$ cat src/rtl/perf_pkg.sv
// perf_pkg: FSM state type and channel mode constants shared by perf_counters and perf_chan_cnt
package perf_pkg;
  typedef enum logic [1:0] {IDLE = 2'd0, RUN = 2'd1, FROZEN = 2'd2} state_t;
  localparam logic MODE_LEVEL = 1'b0;
  localparam logic MODE_EDGE = 1'b1;
endpackage

$ cat src/rtl/perf_chan_cnt.sv
// perf_chan_cnt: one event channel (prev register, edge/level select, wrapping counter, sticky ovf); cnt_nxt is the post-edge value
module perf_chan_cnt
  import perf_pkg::*;
#(
  parameter int CNT_W = 32
) (
  input  logic             clk,
  input  logic             reset_n,
  input  logic             run,
  input  logic             clr,
  input  logic             evt,
  input  logic             mode,
  output logic [CNT_W-1:0] cnt,
  output logic [CNT_W-1:0] cnt_nxt,
  output logic             ovf
);
  logic prev_q, inc, ovf_d, ovf_q;
  logic [CNT_W-1:0] cnt_d, cnt_q;
  always_comb begin
    inc = run && !clr && (mode == MODE_EDGE ? evt && !prev_q : evt);
    cnt_d = clr ? '0 : cnt_q + CNT_W'(inc);
    ovf_d = !clr && (ovf_q || (inc && &cnt_q));
  end
  always_ff @(posedge clk) begin
    if (!reset_n) begin
      prev_q <= 1'b0;
      cnt_q <= '0;
      ovf_q <= 1'b0;
    end else begin
      prev_q <= evt;
      cnt_q <= cnt_d;
      ovf_q <= ovf_d;
    end
  end
  assign cnt = cnt_q;
  assign cnt_nxt = cnt_d;
  assign ovf = ovf_q;
endmodule

$ cat src/rtl/perf_counters.sv
// perf_counters: NUM_CH event counters plus a cycle counter under an IDLE/RUN/FROZEN FSM with registered readout; PERF_SNAPSHOT_EN adds shadow registers
module perf_counters
  import perf_pkg::*;
#(
  parameter int NUM_CH = 8,
  parameter int CNT_W = 32
) (
  input  logic                         clk,
  input  logic                         reset_n,
  input  logic [NUM_CH-1:0]            events,
  input  logic [NUM_CH-1:0]            edge_mode,
  input  logic                         start,
  input  logic                         stop,
  input  logic                         clear,
  input  logic                         snap,
  input  logic [$clog2(NUM_CH+1)-1:0]  rd_sel,
  output logic [CNT_W-1:0]             rd_data,
  output logic [NUM_CH:0]              ovf,
  output logic [1:0]                   state
);
  localparam int SEL_W = $clog2(NUM_CH + 1);
  state_t state_q, state_d;
  logic [NUM_CH:0] evt_all, mode_all;
  logic [NUM_CH:0][CNT_W-1:0] cnt, cnt_nxt, src;
  logic [CNT_W-1:0] rd_data_d, rd_data_q;
  assign evt_all = {1'b1, events};
  assign mode_all = {MODE_LEVEL, edge_mode};
  always_comb begin
    state_d = clear ? IDLE : stop ? (state_q == RUN ? FROZEN : state_q) : (start && state_q != RUN) ? RUN : state_q;
  end
  for (genvar c = 0; c <= NUM_CH; c++) begin : g_chan
    perf_chan_cnt #(.CNT_W(CNT_W)) u_chan (
      .clk(clk),
      .reset_n(reset_n),
      .run(state_q == RUN),
      .clr(clear),
      .evt(evt_all[c]),
      .mode(mode_all[c]),
      .cnt(cnt[c]),
      .cnt_nxt(cnt_nxt[c]),
      .ovf(ovf[c])
    );
  end
`ifdef PERF_SNAPSHOT_EN
  logic [NUM_CH:0][CNT_W-1:0] shadow_d, shadow_q;
  always_comb begin
    shadow_d = clear ? '0 : (snap || (state_q == RUN && state_d == FROZEN)) ? cnt_nxt : shadow_q;
  end
  always_ff @(posedge clk) begin
    if (!reset_n) shadow_q <= '0;
    else shadow_q <= shadow_d;
  end
  assign src = shadow_q;
`else
  logic unused_snap;
  assign unused_snap = snap ^ (^cnt_nxt);
  assign src = cnt;
`endif
  always_comb begin
    rd_data_d = '0;
    for (int i = 0; i <= NUM_CH; i++) rd_data_d = (rd_sel == SEL_W'(i)) ? src[i] : rd_data_d;
  end
  always_ff @(posedge clk) begin
    if (!reset_n) begin
      state_q <= IDLE;
      rd_data_q <= '0;
    end else begin
      state_q <= state_d;
      rd_data_q <= rd_data_d;
    end
  end
  assign rd_data = rd_data_q;
  assign state = state_q;
endmodule

$ cat config.mk
export PLATFORM = sky130hd
export DESIGN_NAME = perf_counters
export DESIGN_NICKNAME = d
export VERILOG_FILES = /design/src/rtl/perf_pkg.sv /design/src/rtl/perf_chan_cnt.sv /design/src/rtl/perf_counters.sv
export SDC_FILE = /design/constraint.sdc
export NUM_CORES = 1
export LEC_CHECK = 0
export ABC_AREA = 1
export BUFFER_PORTS_ARGS = -buffer_cell sky130_fd_sc_hd__buf_2
export CORE_ASPECT_RATIO = 1.5
export CORE_MARGIN = 2
export CORE_UTILIZATION = 60
export DETAILED_ROUTE_END_ITERATION = 10
export PLACE_DENSITY = 0.81
export SYNTH_ARGS = -nofsm -noshare
export SYNTH_HDL_FRONTEND = slang
export SYNTH_HIERARCHICAL = 1
export SYNTH_SLANG_ARGS = --single-unit
$ cat constraint.sdc
create_clock -name clk -period 3.1 [get_ports clk]
set_input_delay 0.31 -clock clk [delete_from_list [all_inputs] [get_ports clk]]
set_output_delay 0.31 -clock clk [all_outputs]
set_load 0.1 [all_outputs]
# Word level (Yosys, flattened, before mapping)
# Cells that the tools add are included.
[op_classes]
n_addsub = 9
n_eq_ne = 11
n_mux = 20
bitwise_logic = 1
n_reduce_logical = 67
[ops]
columns = ["op", "n"]
rows = [
  ["32-bit by 1-bit adder with 32-bit output", 9],
  ["32-bit 2-to-1 mux", 9],
  ["32-bit AND reduction", 9],
  ["1-bit logical AND", 36],
  ["4-bit by 3-bit == test with 1-bit output, second input constant", 4],
  ["1-bit zero test", 9],
  ["1-bit logical OR", 9],
  ["4-bit by 2-bit == test with 1-bit output, second input constant", 2],
  ["1-bit 2-to-1 mux", 8],
  ["2-bit 2-to-1 mux", 3],
  ["4-bit by 1-bit == test with 1-bit output, second input constant", 1],
  ["4-bit == test, second input constant", 1],
  ["4-bit zero test", 1],
  ["2-bit by 1-bit inequality test with 1-bit output, second input constant", 2],
  ["2-bit by 1-bit == test with 1-bit output, second input constant", 1],
  ["2-bit AND reduction", 1],
  ["2-bit nonzero test", 1],
  ["2-bit OR reduction", 1],
  ["1-bit NOT", 1],
]
[totals]
register_bits = 339
input_bits = 26
out_inout_bits = 43
elab_cells = 136

# Depth between registers and ports, before layout
# Gate-level depths: netlist of run 1.
[depth]
depth_word = 10
depth_mapped = 13
ltp_nobuf = 13

# Hierarchy
# Netlist of run 1, hierarchy kept.
[by_module_without_submodules]
columns = ["mod", "n_inst", "cells_each", "area_per_inst_um2", "seq_area_each_um2"]
rows = [
  ["perf_chan_cnt", 9, 347, 2087.0, 680.7],
  ["perf_counters", 1, 618, 3211.8, 680.7],
]

# Least setup slack after synthesis of run 1
# Ideal clock, no wire load.
[synth_path]
kind = "reg2reg"
from = "register state_q[0] (netlist: state[0])"
to = "register g_chan[1].u_chan.cnt_q[10]"
t_arrival_ns = 2.706
required_time_ns = 2.972
setup_slack_ns = 0.266
stages_incl_launch_ff = 13
synth_period_minus_slack_ns = 2.834
path_cell_list = "dfxtp_1 > inv_1 > nor2_1 > nand4_1 > inv_1 > ha_1 > nand2_4 > nor2_8 > nand2_4 > nor2_1 > nand3_1 > nand3_1 > nor2_1"
[synth_between]
elab_chain_len = 4
[synth_lines]
columns = ["item", "line", "rtl"]
rows = [
  ["start: declaration", "perf_counters.sv:22", "state_t state_q, state_d;"],
  ["start signal: assignment", "perf_counters.sv:68", "state_q <= state_d;"],
  ["2-bit by 1-bit == test with 1-bit output", "perf_counters.sv:35", ".run(state_q == RUN),"],
  ["1-bit logical AND (2 in a row)", "perf_chan_cnt.sv:20", "inc = run && !clr && (mode == MODE_EDGE ? evt && !prev_q : evt);"],
  ["32-bit by 1-bit adder with 32-bit output", "perf_chan_cnt.sv:21", "cnt_d = clr ? '0 : cnt_q + CNT_W'(inc);"],
  ["end signal: assignment", "perf_chan_cnt.sv:31", "cnt_q <= cnt_d;"],
  ["end: declaration", "perf_chan_cnt.sv:18", "logic [CNT_W-1:0] cnt_d, cnt_q;"],
]
# No other way between the ends.
# A chain may end at the register's enable or synchronous reset.

# Final worst setup path of run 1
[layout_path]
from = "register state_q[0] (netlist: state[0])"
to = "register g_chan[3].u_chan.cnt_q[19]"
[layout_between]
elab_chain_len = 4
[layout_lines]
columns = ["item", "line"]
rows = [
  ["2-bit by 1-bit == test with 1-bit output", "perf_counters.sv:35"],
  ["1-bit logical AND (2 in a row)", "perf_chan_cnt.sv:20"],
  ["32-bit by 1-bit adder with 32-bit output", "perf_chan_cnt.sv:21"],
  ["end signal: assignment", "perf_chan_cnt.sv:31"],
  ["end: declaration", "perf_chan_cnt.sv:18"],
]
# No other way between the ends.

==> flow_metrics.tcl, run 1 <==
set metrics [dict create \
    timing.final.crit_period_ps 2510 \
    p_leak_nw 9.12 \
    wl_per_cell_um 17.9 \
    vias 22541 \
    grt_start_max_net_pins 72 \
    power_frac_comb 0.042 \
    cts_resized 0 \
    place_congestion 1.09 \
    die_height_um 232 \
    cp.required_ps 3520 \
    cts_hold_buf 9 \
    synth_warnings 6 \
    critPathMaxFanout 8 \
    p_clk_frac 0.496 \
    grt_overflow 0 \
    dieArea_sq_um 36200 \
    crit_type "register to register" \
    fillers 3168 \
    drc 0 \
    cts_sinks 340 \
    clock_path_buffers 3 \
    tritoncts "built" \
    layout_common_cells "nand2_1, nor2_1, nand3_1, inv_1, dfxtp_1" \
    drt_wl_total_mm 70.6 \
    power_density_nw_per_um2 414 \
    hp-class "input port to register" \
    status "finished clean" \
    vdd_drop_max_uv 457 \
    drt_iter0_drc 2210 \
    antenna_cells 0 \
    timing.fmax_mhz 399 \
    stdcell_count 3954 \
    clock_latency_ps 550 \
    io_buffer_count 67 \
    drive_gt1_frac 0.101 \
    swShare 0.236 \
    die_w_um 156 \
    clkTransAtPathRegs_ps 60 \
    grt_pass1_wl_mm 109 \
    area_growth_syn_to_layout_pct 10.1 \
    startpoint_type "register" \
    fin_setup_tns_ps 0 \
    dp_hpwl_mm 53.3 \
    drtPass1Iterations 8 \
    vias_per_cell 5.70 \
    p_int_w 0.00725 \
    postSynthCellCount 3444 \
    p_switching_w 0.00224 \
    skew_ps 19.9 \
    placementRows 83 \
    setup_viol 0 \
    end_kind "register" \
    grtUsageTotal 0.383 \
    nets 3545 \
    h-tree-depth 2 \
    antenna_left 0 \
    fin_hold_ws_ps 74.7 \
    arrival_ps 2930 \
    cts_setup_buffers 0 \
    drv_cap 0 \
    grt_pass1_vias 21151 \
    cts_root_buf "clkbuf_16" \
    numCtsBuffers 37 \
    netlist_area_sq_um 20800 \
    core_area_sq_um 34200 \
    tightest_slew_ps 1100 \
    finalHoldViolations 0 \
    layout_commonest_cell "nand2_1" \
    rsz0062_at_grt "false" \
    start_util 0.609 \
    finalCritPeriodShare 0.809 \
    maxSlewViolCount 0 \
    synth.avg_cell_area_sq_um 6.04 \
    io_pins 69 \
    dp.cells 3878 \
    relSlewSlack 0.267 \
    antenna_found_initial 0 \
    seqPwrFrac 0.462 \
]
[registers in the layout, indices dropped and copies added (netlist names)]
signal,count
g_chan.u_chan/ovf,9
rd_data,32
g_chan.u_chan/cnt,288
g_chan.u_chan/prev_q,9
state,2
[metal layers]
| metal | track usage | vias up | share of wire |
|---|---|---|---|
| met2 | 0.667 | 1046 | 0.48 |
| li1 | - | 10928 | - |
| met5 | 0 | - | 0 |
| met4 | 0.317 | 0 | 0.091 |
| met3 | 0.0429 | 322 | 0.064 |
| met1 | 0.416 | 10245 | 0.36 |
[worst max-delay path: stages (launching register included)]
cell and delay [ps]:
dfxtp_1 350, inv_1 70, nor2_2 100, buf_4 240, nand4_1 240, inv_1 150, ha_1 340, nand2_4 120
nor2_4 130, nand2_2 110, nor2_4 220, nand3_1 120, nand3_1 120, nor2_1 40
[layout make-up]
cell class	instances	area [sq um]	share of cell area
clock buffers	46	990	0.0432
repair buffers	109	676	0.0295
inverters	374	1400	0.0613
flip-flops and latches	340	6810	0.297
well taps	425	532	0.0232
clock inverters	21	283	0.0123
multi-input cells	2639	12200	0.533
[power groups by stage]
stage                     logic [W]  clock network [W]  registers, W
after global placement     0.000369                  0       0.00448
final                      0.000396            0.00471       0.00439
after global routing       0.000421            0.00492       0.00439
after detailed placement   0.000376                  0       0.00448
after CTS                  0.000386            0.00476       0.00439
after floorplan            0.000197                  0       0.00454
[worst paths after layout]
path	from	end	slack, ps	depth (start not counted)
max	state[0]	g_chan[3].u_chan/cnt[19]	590	13
min	start	state[0]	70	3
max reg2reg	state[0]	g_chan[3].u_chan/cnt[19]	590	13
min reg2reg	g_chan[0].u_chan/ovf	g_chan[0].u_chan/ovf	450	2
[stage by stage]
step | worst slack, ps | instance area (sq um) | power, W | utilization
finish | 593 | 22900 | 0.00949 | 0.671
global route | 500 | 22900 | 0.00972 | 0.671
CTS | 677 | 22900 | 0.00953 | 0.671
detailed placement | 721 | 21500 | 0.00486 | 0.631
global placement | 767 | 21500 | 0.00485 | 0.631
floorplan | 310 | 20800 | 0.00474 | -
No activity file was read; power rests on OpenSTA's default activity.
==> run 2: changes to the inputs <==
Clock period 3.1 ns to 2.35 ns, I/O delays scaled along.
==> run 2 against run 1 <==
Against the previous run:
- cell count grew 0.53%
- global-route usage grew 0.95 points
- critical path depth shrank 1
- combinational power grew 39%
- first-iteration DRC count shrank 14%
- clock skew shrank 4.5 ps
- die area is the same
- critical path type unchanged
- largest power group unchanged
==> flow_metrics.tcl, run 2 (same netlist as run 1, synthesis figures left out) <==
set metrics [dict create \
    status "finished clean" \
    vdd_drop_max_uv 514 \
    tritoncts "built" \
    critPathMaxStageDelay_ps 360 \
    timing.fmax_mhz 427 \
    p_clk_frac 0.486 \
    finalHoldViolations 0 \
    reg2reg_from "state[0]" \
    timing.final.crit_period_ps 2340 \
    place_congestion 1.02 \
    p_switching_w 0.00287 \
    p_leak_nw 9.27 \
    startpoint "state[0]" \
    cp.required_ps 2760 \
    arrival_ps 2750 \
    grt_pass1_vias 21279 \
    startpoint_type "register" \
    p_int_w 0.00948 \
    drt_wl_total_mm 72.4 \
    start_util 0.609 \
    die_height_um 232 \
    rsz0062_at_grt "true" \
    end_kind "register" \
    drc 0 \
    power_density_nw_per_um2 530 \
    cts_root_buf "clkbuf_16" \
    hp-start "start" \
    fin_hold_ws_ps 41.1 \
    path_cells "inv_4 > nor2_4 > buf_12 > nand4_1 > inv_2 > buf_4 > ha_1 > nand2_1 > nor2_1 > nand3_1 > nand3_1 > nor2_1" \
    hp-class "input port to register" \
    tightest_slew_ps 933 \
    seqPwrFrac 0.469 \
    layout_commonest_cell "nand2_1" \
    critPathMaxFanout 5 \
    h-tree-depth 2 \
    numCtsBuffers 37 \
    swShare 0.232 \
    power_frac_comb 0.045 \
    drive_gt1_frac 0.110 \
    setup_viol 0 \
    vias_per_cell 5.72 \
    drtPass1Iterations 8 \
    grt_pass1_wl_mm 111 \
    layout_common_cells "nand2_1, nor2_1, nand3_1, inv_1, dfxtp_1" \
    finalCritPeriodShare 0.997 \
    placementRows 83 \
    fin_util 0.682 \
    grt_start_max_net_pins 58 \
    grtUsageTotal 0.393 \
    die_w_um 156 \
    vias 22723 \
    io_pins 69 \
    maxSlewViolCount 0 \
    skew_ps 15.4 \
    dieArea_sq_um 36200 \
    critical_path.slowest_cell "dfxtp_4" \
    antenna_found_initial 0 \
    drv_cap 0 \
    wl_per_cell_um 18.2 \
    grt_overflow 0 \
    clkTransAtPathRegs_ps 60 \
    relSlewSlack 0.377 \
    crit_type "register to register" \
    cts_sinks 340 \
    area_growth_syn_to_layout_pct 12.0 \
    clock_latency_ps 550 \
    io_buffer_count 67 \
    clock_path_buffers 3 \
    dp_hpwl_mm 54.8 \
    antenna_cells 0 \
    core_area_sq_um 34200 \
    nets 3571 \
    largest_reg_flops 288 \
    antenna_left 0 \
    drt_iter0_drc 1910 \
]
## run 2: cell types whose count changed in the layout (fill, tap and decap cells not counted), sizes merged
cell,delta
clkinvlp,-4
inv,-2
clkinv,-2
clkbuf,+7
dlygate4sd3,+1
buf,+24
bufinv,-3
## run 2: metal layers
layer / share of wire / vias to the layer above / GRT usage
li1: - / 10977 / -
met1: 0.36 / 10295 / 0.427
met2: 0.47 / 1107 / 0.668
met3: 0.069 / 344 / 0.0543
met4: 0.10 / 0 / 0.340
met5: 0 / - / 0
## run 2: repair_timing
item	in CTS	in global routing
hold buffers	10	0
setup endpoints to repair	0	126
setup buffers	0	9
endpoints found under the hold margin	10	0
gates resized for setup	0	26
## run 2: power groups by stage
stage	combinational [W]	clock [W]	sequential, W
final	0.000552	0.00601	0.00579
after global routing	0.000586	0.00628	0.00579
after CTS	0.000530	0.00608	0.00579
after detailed placement	0.000516	0	0.00592
after global placement	0.000510	0	0.00591
after floorplan	0.000260	0	0.00599
## run 2: stage by stage
step                std cells  setup TNS (ps)  cell area (sq um)  worst slack, ps  power (W)
finish                   3975               0              23300             7.63     0.0123
global route             3975            -188              23300            -48.6     0.0127
CTS                      3965               0              23100             16.7     0.0124
detailed placement       3893               0              21800             51.9    0.00643
global placement         3893               0              21800              124    0.00642
floorplan                3445               0              20800             51.9    0.00625
## run 2: final cells by class
class / count / area [sq um]
timing repair buffer: 135 / 991
tap: 425 / 532
clock inverter: 10 / 131
multi-input combinational: 2639 / 12300
clock buffer: 52 / 1090
fill: 3140 / 10900
sequential: 340 / 6810
inverter: 374 / 1410
## run 2: path summary, 6_finish.rpt
| check | end | slack [ps] | cells past startpoint |
|---|---|---|---|
| worst max register to register | g_chan[3].u_chan/cnt[29] | 8 | 12 |
| worst min-delay path | state[1] | 40 | 4 |
| worst min register to register | g_chan[0].u_chan/ovf | 440 | 2 |
| worst max-delay path | g_chan[3].u_chan/cnt[29] | 8 | 12 |
## run 2: critical path, delay by kind of cell, from the launching register on
family        cells  cell delay [ps]
flops             1              360
simple gates      7             1100
fa+ha+maj         1              200
buf+inv           4              520
